==> config.mk <==
export PLATFORM = sky130hd
export DESIGN_NAME = uart_tx_arbiter_flat
export DESIGN_NICKNAME = d
export VERILOG_FILES = /design/src/rtl/uart_tx_arbiter_if.sv /design/src/rtl/uart_tx_arbiter.sv /design/src/flat_wrapper.sv
export SDC_FILE = /design/constraint.sdc
export NUM_CORES = 1
export LEC_CHECK = 0
export CAP_MARGIN = 20
export CORE_ASPECT_RATIO = 1.5
export CORE_MARGIN = 2
export CORE_UTILIZATION = 43
export DETAILED_ROUTE_END_ITERATION = 8
export PLACE_DENSITY = 0.85
export SYNTH_ARGS = -nofsm -noshare
export SYNTH_HDL_FRONTEND = slang
export SYNTH_SLANG_ARGS = --single-unit
==> constraint.sdc <==
create_clock -name clk -period 2.1 [get_ports clk]
set_input_delay 0.42 -clock clk [delete_from_list [all_inputs] [get_ports clk]]
set_output_delay 0.42 -clock clk [all_outputs]
set_load 0.01 [all_outputs]
==> src/rtl/uart_tx_arbiter_if.sv <==
// Requester-side byte handshake and transmitter start/busy/done signals shared by the arbiter.
// The arbiter connects through the slave modport; the clients and the transmitter drive the master side.
interface uart_tx_arbiter_if #(
  parameter int N_REQ  = 4,
  parameter int DATA_W = 8
);
  logic [N_REQ-1:0]        req_valid;
  logic [N_REQ*DATA_W-1:0] req_data;
  logic [N_REQ-1:0]        req_last;
  logic [N_REQ-1:0]        req_ready;
  logic                    tx_start;
  logic [DATA_W-1:0]       tx_data;
  logic                    tx_busy;
  logic                    tx_done;

  modport master (
    output req_valid, req_data, req_last, tx_busy, tx_done,
    input  req_ready, tx_start, tx_data
  );

  modport slave (
    input  req_valid, req_data, req_last, tx_busy, tx_done,
    output req_ready, tx_start, tx_data
  );
endinterface

==> src/rtl/uart_tx_arbiter.sv <==
// Round-robin arbiter sharing one UART byte transmitter among N_REQ requesters,
// with packet locking on req_last and a hold timeout that frees a stalled packet owner.
module uart_tx_arbiter #(
  parameter int N_REQ        = 4,
  parameter int DATA_W       = 8,
  parameter int HOLD_TIMEOUT = 1000
) (
  input  logic                     clk,
  input  logic                     rst,
  uart_tx_arbiter_if.slave         bus,
  output logic [$clog2(N_REQ)-1:0] grant_id,
  output logic                     locked,
  output logic                     hold_err
);
  localparam int              ID_W     = $clog2(N_REQ);
  localparam int              HC_W     = $clog2(HOLD_TIMEOUT) + 1;
  localparam logic [ID_W:0]   N_L      = (ID_W+1)'(N_REQ);
  localparam logic [ID_W-1:0] LAST_ID  = ID_W'(N_REQ - 1);
  localparam logic [HC_W-1:0] HC_LIMIT = HC_W'(HOLD_TIMEOUT - 1);
  localparam logic [HC_W-1:0] HC_MAX   = '1;

  typedef enum logic [2:0] {
    IDLE,
    ISSUE,
    WAIT_DONE,
    HOLD,
    RELEASE
  } state_t;

  state_t            state;
  state_t            state_nxt;
  logic [ID_W-1:0]   rr_ptr;
  logic [ID_W-1:0]   win_id;
  logic              win_found;
  logic              last_q;
  logic              resume;
  logic              timeout;
  logic [HC_W-1:0]   hold_cnt;
  logic [DATA_W-1:0] grant_data;

  // Search rr_ptr, rr_ptr+1, ... mod N_REQ; iterating downwards lets the nearest hit win.
  always_comb begin
    logic [ID_W:0] pos;
    // NOTE: every combinational output gets a default before any branch, so no path can infer a latch.
    win_found = 1'b0;
    win_id    = '0;
    pos       = '0;
    for (int k = N_REQ - 1; k >= 0; k--) begin
      pos = {1'b0, rr_ptr} + (ID_W+1)'(k);
      if (pos >= N_L) pos = pos - N_L;
      if (bus.req_valid[pos[ID_W-1:0]]) begin
        win_found = 1'b1;
        win_id    = pos[ID_W-1:0];
      end
    end
  end

  always_comb begin
    grant_data = '0;
    for (int i = 0; i < N_REQ; i++) begin
      if (grant_id == ID_W'(i)) grant_data = bus.req_data[i*DATA_W +: DATA_W];
    end
  end

  assign resume  = bus.req_valid[grant_id] & ~bus.tx_busy;
  assign timeout = (hold_cnt == HC_LIMIT);

  // State register.
  always_ff @(posedge clk) begin
    // NOTE: registers use non-blocking assignments so every flop samples pre-edge values.
    if (rst) state <= IDLE;
    else     state <= state_nxt;
  end

  // Next-state logic.
  always_comb begin
    state_nxt = state;
    unique case (state)
      IDLE:      if (!bus.tx_busy && win_found) state_nxt = ISSUE;
      ISSUE:     state_nxt = WAIT_DONE;
      WAIT_DONE: if (bus.tx_done) state_nxt = last_q ? RELEASE : HOLD;
      HOLD: begin
        if (resume)       state_nxt = ISSUE;
        else if (timeout) state_nxt = RELEASE;
      end
      RELEASE:   state_nxt = IDLE;
      default:   state_nxt = IDLE;
    endcase
  end

  // Grant, lock, pointer and hold counter; a reset mid-frame simply drops the lock.
  always_ff @(posedge clk) begin
    if (rst) begin
      grant_id <= '0;
      locked   <= 1'b0;
      rr_ptr   <= '0;
      hold_cnt <= '0;
      last_q   <= 1'b0;
    end else begin
      unique case (state)
        IDLE: begin
          hold_cnt <= '0;
          if (state_nxt == ISSUE) begin
            grant_id <= win_id;
            locked   <= 1'b1;
          end
        end
        ISSUE: begin
          hold_cnt <= '0;
          last_q   <= bus.req_last[grant_id];
        end
        WAIT_DONE: if (bus.tx_done) hold_cnt <= '0;
        HOLD:      if (!resume && hold_cnt != HC_MAX) hold_cnt <= hold_cnt + 1'b1;
        RELEASE: begin
          locked <= 1'b0;
          rr_ptr <= (grant_id == LAST_ID) ? '0 : grant_id + 1'b1;
        end
        default: ;
      endcase
    end
  end

  // Outputs: start/ready are pure decodes of ISSUE, which never lasts two cycles.
  always_comb begin
    bus.req_ready = '0;
    bus.tx_start  = 1'b0;
    bus.tx_data   = '0;
    hold_err      = 1'b0;
    unique case (state)
      ISSUE: begin
        bus.req_ready[grant_id] = 1'b1;
        bus.tx_start            = 1'b1;
        bus.tx_data             = grant_data;
      end
      HOLD:    hold_err = !resume && timeout;
      default: ;
    endcase
  end
endmodule

==> src/flat_wrapper.sv <==
// flat-port wrapper written by rule: the top's interface ports become plain ports
module uart_tx_arbiter_flat 
#(
  parameter int N_REQ        = 4,
  parameter int DATA_W       = 8,
  parameter int HOLD_TIMEOUT = 1000
)
  (clk, rst, grant_id, locked, hold_err, bus_req_valid, bus_req_data, bus_req_last, bus_tx_busy, bus_tx_done, bus_req_ready, bus_tx_start, bus_tx_data);
  uart_tx_arbiter_if #(.N_REQ(N_REQ), .DATA_W(DATA_W)) bus_i ();
  input  logic clk;
  input  logic rst;
  output logic [$clog2(N_REQ)-1:0] grant_id;
  output logic locked;
  output logic hold_err;
  input wire logic [$bits(bus_i.req_valid)-1:0] bus_req_valid;
  input wire logic [$bits(bus_i.req_data)-1:0] bus_req_data;
  input wire logic [$bits(bus_i.req_last)-1:0] bus_req_last;
  input wire logic [$bits(bus_i.tx_busy)-1:0] bus_tx_busy;
  input wire logic [$bits(bus_i.tx_done)-1:0] bus_tx_done;
  output wire logic [$bits(bus_i.req_ready)-1:0] bus_req_ready;
  output wire logic [$bits(bus_i.tx_start)-1:0] bus_tx_start;
  output wire logic [$bits(bus_i.tx_data)-1:0] bus_tx_data;
  assign bus_i.req_valid = bus_req_valid;
  assign bus_i.req_data = bus_req_data;
  assign bus_i.req_last = bus_req_last;
  assign bus_i.tx_busy = bus_tx_busy;
  assign bus_i.tx_done = bus_tx_done;
  assign bus_req_ready = bus_i.req_ready;
  assign bus_tx_start = bus_i.tx_start;
  assign bus_tx_data = bus_i.tx_data;
  uart_tx_arbiter #(.N_REQ(N_REQ), .DATA_W(DATA_W), .HOLD_TIMEOUT(HOLD_TIMEOUT)) u_core (.clk(clk), .rst(rst), .bus(bus_i), .grant_id(grant_id), .locked(locked), .hold_err(hold_err));
endmodule
==> results.md <==
* Number of cell rows at 26
* Antenna violations before repair at 0
* Peak ir drop on the vdd network at 0.499 mV
* Hold Fails Final Rpt at 0
* Crit path time final at 2290 ps
* I/O Buffers at 60
* Fraction of the yosys area taken by sequential cells at 0.270
* Clock tree from TritonCTS: done
* Floorplan die width at 51.9 um
* Buffering stage count on the worst path with inverters included at 3
* Clk root buf: clkbuf_8
* Synthesis Warnings at 0
* Nets at 343
* CP Cell Sequence: inv_4, ha_4, nor2b_4, buf_4, a221oi_2, nor3_1, a21oi_1, nor2_1, buf_2
* Family with the most delay on the worst path: flip-flops
* Xor/xnor cell area share of the yosys netlist at 0.00591
* Number of design-rule violations left by the first detailed-router iteration at 63
* Bufs on Longest Clock Path at 2
* Total clock sinks at 20
* Via/cell ratio at 5.89
* Depth of the CTS H-tree at 1
* Endpoints failing setup at 9
* Layout cells sized above 1 at 0.305
* Finished layout cell area at 2600 um2
* Hold Slack at ~480 ps
* Crit path arrival time at between 1500 and 2000 ps
* Main combinational cell family by area after synthesis: simple AND/OR/NAND/NOR gates
* Post-synth top flop: dfxtp_1
* CTS clk-pin slew, worst paths at ~70 ps
* CTS buffer count at 3
* Min setup slack post-route at -194 ps
* Number of inserted diodes at 0
* Type of element launching the critical path: flop
* Number of enable flip-flop cells after synthesis at 0
* Initial core utilization at 0.442
* Fraction of the mapped netlist area in compound gates at 0.239
* Netlist area before placement at 1480 um2
* Unique cell type count in the Yosys netlist at 42
* Iteration count of the initial detailed-routing pass at 4
* Total half-perimeter wirelength after legalization and detailed placement at 3730 um
* Via count at 1,967
* Top cells by count, synth: a21oi_1, dfxtp_1, nand2_1
* Weighted congestion reported at the end of routability-driven placement at 0.866
* Via count of the first global-routing pass at 1,851
* Number of primary I/O pins at 61
* Mean cell area of the mapped netlist at roughly 7.4 um2
* Simple-gate share of the synthesized area at 0.344
* Die Outline Area at between 3000 and 4000 um2
* Area growth from synthesis to layout at 75.4%
* Startpoint of the most critical setup path: u_core.grant_id[0]
* Clock network latency to the later pin of the worst-skew pair at 260 ps
* Post-Route WL at 5950 um
* Number of antenna-violating nets in the routed design at 0
* Worst-Margin Slew at 985 ps
* Number of non-filler instances in the completed layout at 334
* Classification of the worst-slack hold path: flop to flop
* Residual DRC at 0
* Post-route clock period utilization at 1.09
* Skew final at between 5 and 6 ps
* Maximum fanout count along the critical path at 6
* Violations in the final reports: negative setup slack
* Result of the run: finished with violations
* Number of instances in the synthesized netlist at 200
* First-pass GRT wire length at ~8400 um
* Area fraction of the dominant cell type after synthesis at 0.270
* WL per Instance at 17.8 um
* Remaining global-route overflow at 0
* Max-slew violations at 0
* Die height at 75.9 um
* Kind of capture point of the worst setup path: primary output
* GRT Overall Usage at 0.272
* Highest attainable clock frequency at between 400 and 500 MHz
* PwrDens at roughly 430 nW/um2
* Launch instance of the worst min-delay path: u_core.locked
* Worst slew slack as a fraction of its limit at 0.334
* Max capacitance violation total at 0
* Synthesized-area fraction occupied by adder cells at 0.0422
* Top cells by area, synth: dfxtp_1, a21oi_1, nor2b_1, a221oi_1, nand2_1
* Largest area contributor in the netlist: dfxtp_1
* Setup repair after global routing missed its margin: yes
* Post-synthesis net count at 249
* Standby leakage power at 1.09 nW
* Register bit total from synthesis at 20
* Maximum number of pins on one net before global-route repair at 16
* Most instantiated library cell after synthesis: a21oi_1
* Critical Path Slowest Stage Cell: dfxtp_4
* Worst reg2reg startpoint: u_core.grant_id[0]
* Placed cell areas at 2300 um2
* Required time at the endpoint of the critical path at about 1700 ps
* Post-route setup TNS at -851 ps
* Crit-path max cell delay at 410 ps
* Async set-or-reset flop fraction in the synthesized netlist at 0
* Multiplexer fraction of the synthesized cell area at 0.0397
* DP Cell Count at 318
* Category of the most critical setup path: flop to primary output
* Core Footprint at 3350 um2
## state kept, by name, summed over array words and instances, names as in the netlist
register and count:
u_core.grant_id 2, u_core.last_q 1, u_core.state 3, u_core.locked 1, u_core.rr_ptr 2, u_core.hold_cnt 11
## path summary, 6_finish.rpt
| check | to | slack [ps] | depth (start not counted) |
|---|---|---|---|
| hold reg to reg | u_core.locked | 480 | 2 |
| setup / recovery | bus_tx_data[7] | -190 | 9 |
| hold / removal | u_core.locked | 480 | 2 |
| setup reg to reg | u_core.hold_cnt[3] | 50 | 7 |
## repair_timing
| action | CTS | global route |
|---|---|---|
| hold buffers | 0 | 0 |
| gates resized for setup | 73 | 18 |
| pin swaps | 7 | 16 |
| setup endpoints to repair | 14 | 14 |
| buffers inserted | 7 | 6 |
## worst register-to-register path, cell delays in order, from the launching register on
cell      delay (ps)
dfxtp_4          410
mux4_2           530
buf_4            160
buf_4            140
nand2b_2         110
o211ai_4         140
or4_1            440
nand2_1           80
## placed cells by master, fill, tap and decap left out, drive strengths merged, types with 2 or more instances in the layout
cell / instances
nor2b: 13
clkdlybuf4s50: 43
a21oi: 21
nor3: 11
o211ai: 6
o21ai: 4
or4: 6
mux4: 2
dfxtp: 20
a221oi: 9
o22ai: 3
buf: 49
dlygate4sd2: 7
nor2: 18
inv: 10
nand2: 20
ha: 5
and3: 7
nand3: 11
clkbuf: 3
or3: 3
nand2b: 2
## per-stage QoR
stage / power, mW / worst slack, ps / utilization
after global routing: 1.17 / -259 / 0.776
after CTS: 1.05 / -85.1 / 0.739
after floorplan: 0.577 / 99.5 / -
after global placement: 0.762 / -695 / 0.687
after detailed placement: 0.770 / -715 / 0.687
final: 1.12 / -194 / 0.776
## report_power, final
group	switching, mW	internal [mW]	total (mW)
registers	0.0212	0.393	0.414
logic	0.200	0.249	0.449
clock network	0.125	0.128	0.254
total	0.347	0.770	1.12
## cells by family (layout without fill, tap and decap cells)
logic type	count (synthesis)	in the layout
and+or+nand+nor	98	98
AOI/OAI and AO/OA	52	52
adders and majority gates	5	5
buffers and inverters	21	113
muxes	3	3
DFF	20	20
xor gates and xnor gates	1	1
## metal layers
| layer | part of all wire | GRT usage |
|---|---|---|
| met2 | 0.55 | 0.534 |
| met5 | 0 | 0 |
| met3 | 0.092 | 0.0610 |
| met1 | 0.32 | 0.261 |
| met4 | 0.040 | 0.0816 |
## cell type report
type,count,area [um2]
Tap cell,42,52.6
Sequential cell,20,408
Fill cell,214,751
Timing Repair Buffer,100,890
Multi-Input combinational cell,159,1170
Clock buffer,3,41.3
Inverter,10,40.0
No activity file was read; power rests on OpenSTA's default activity.
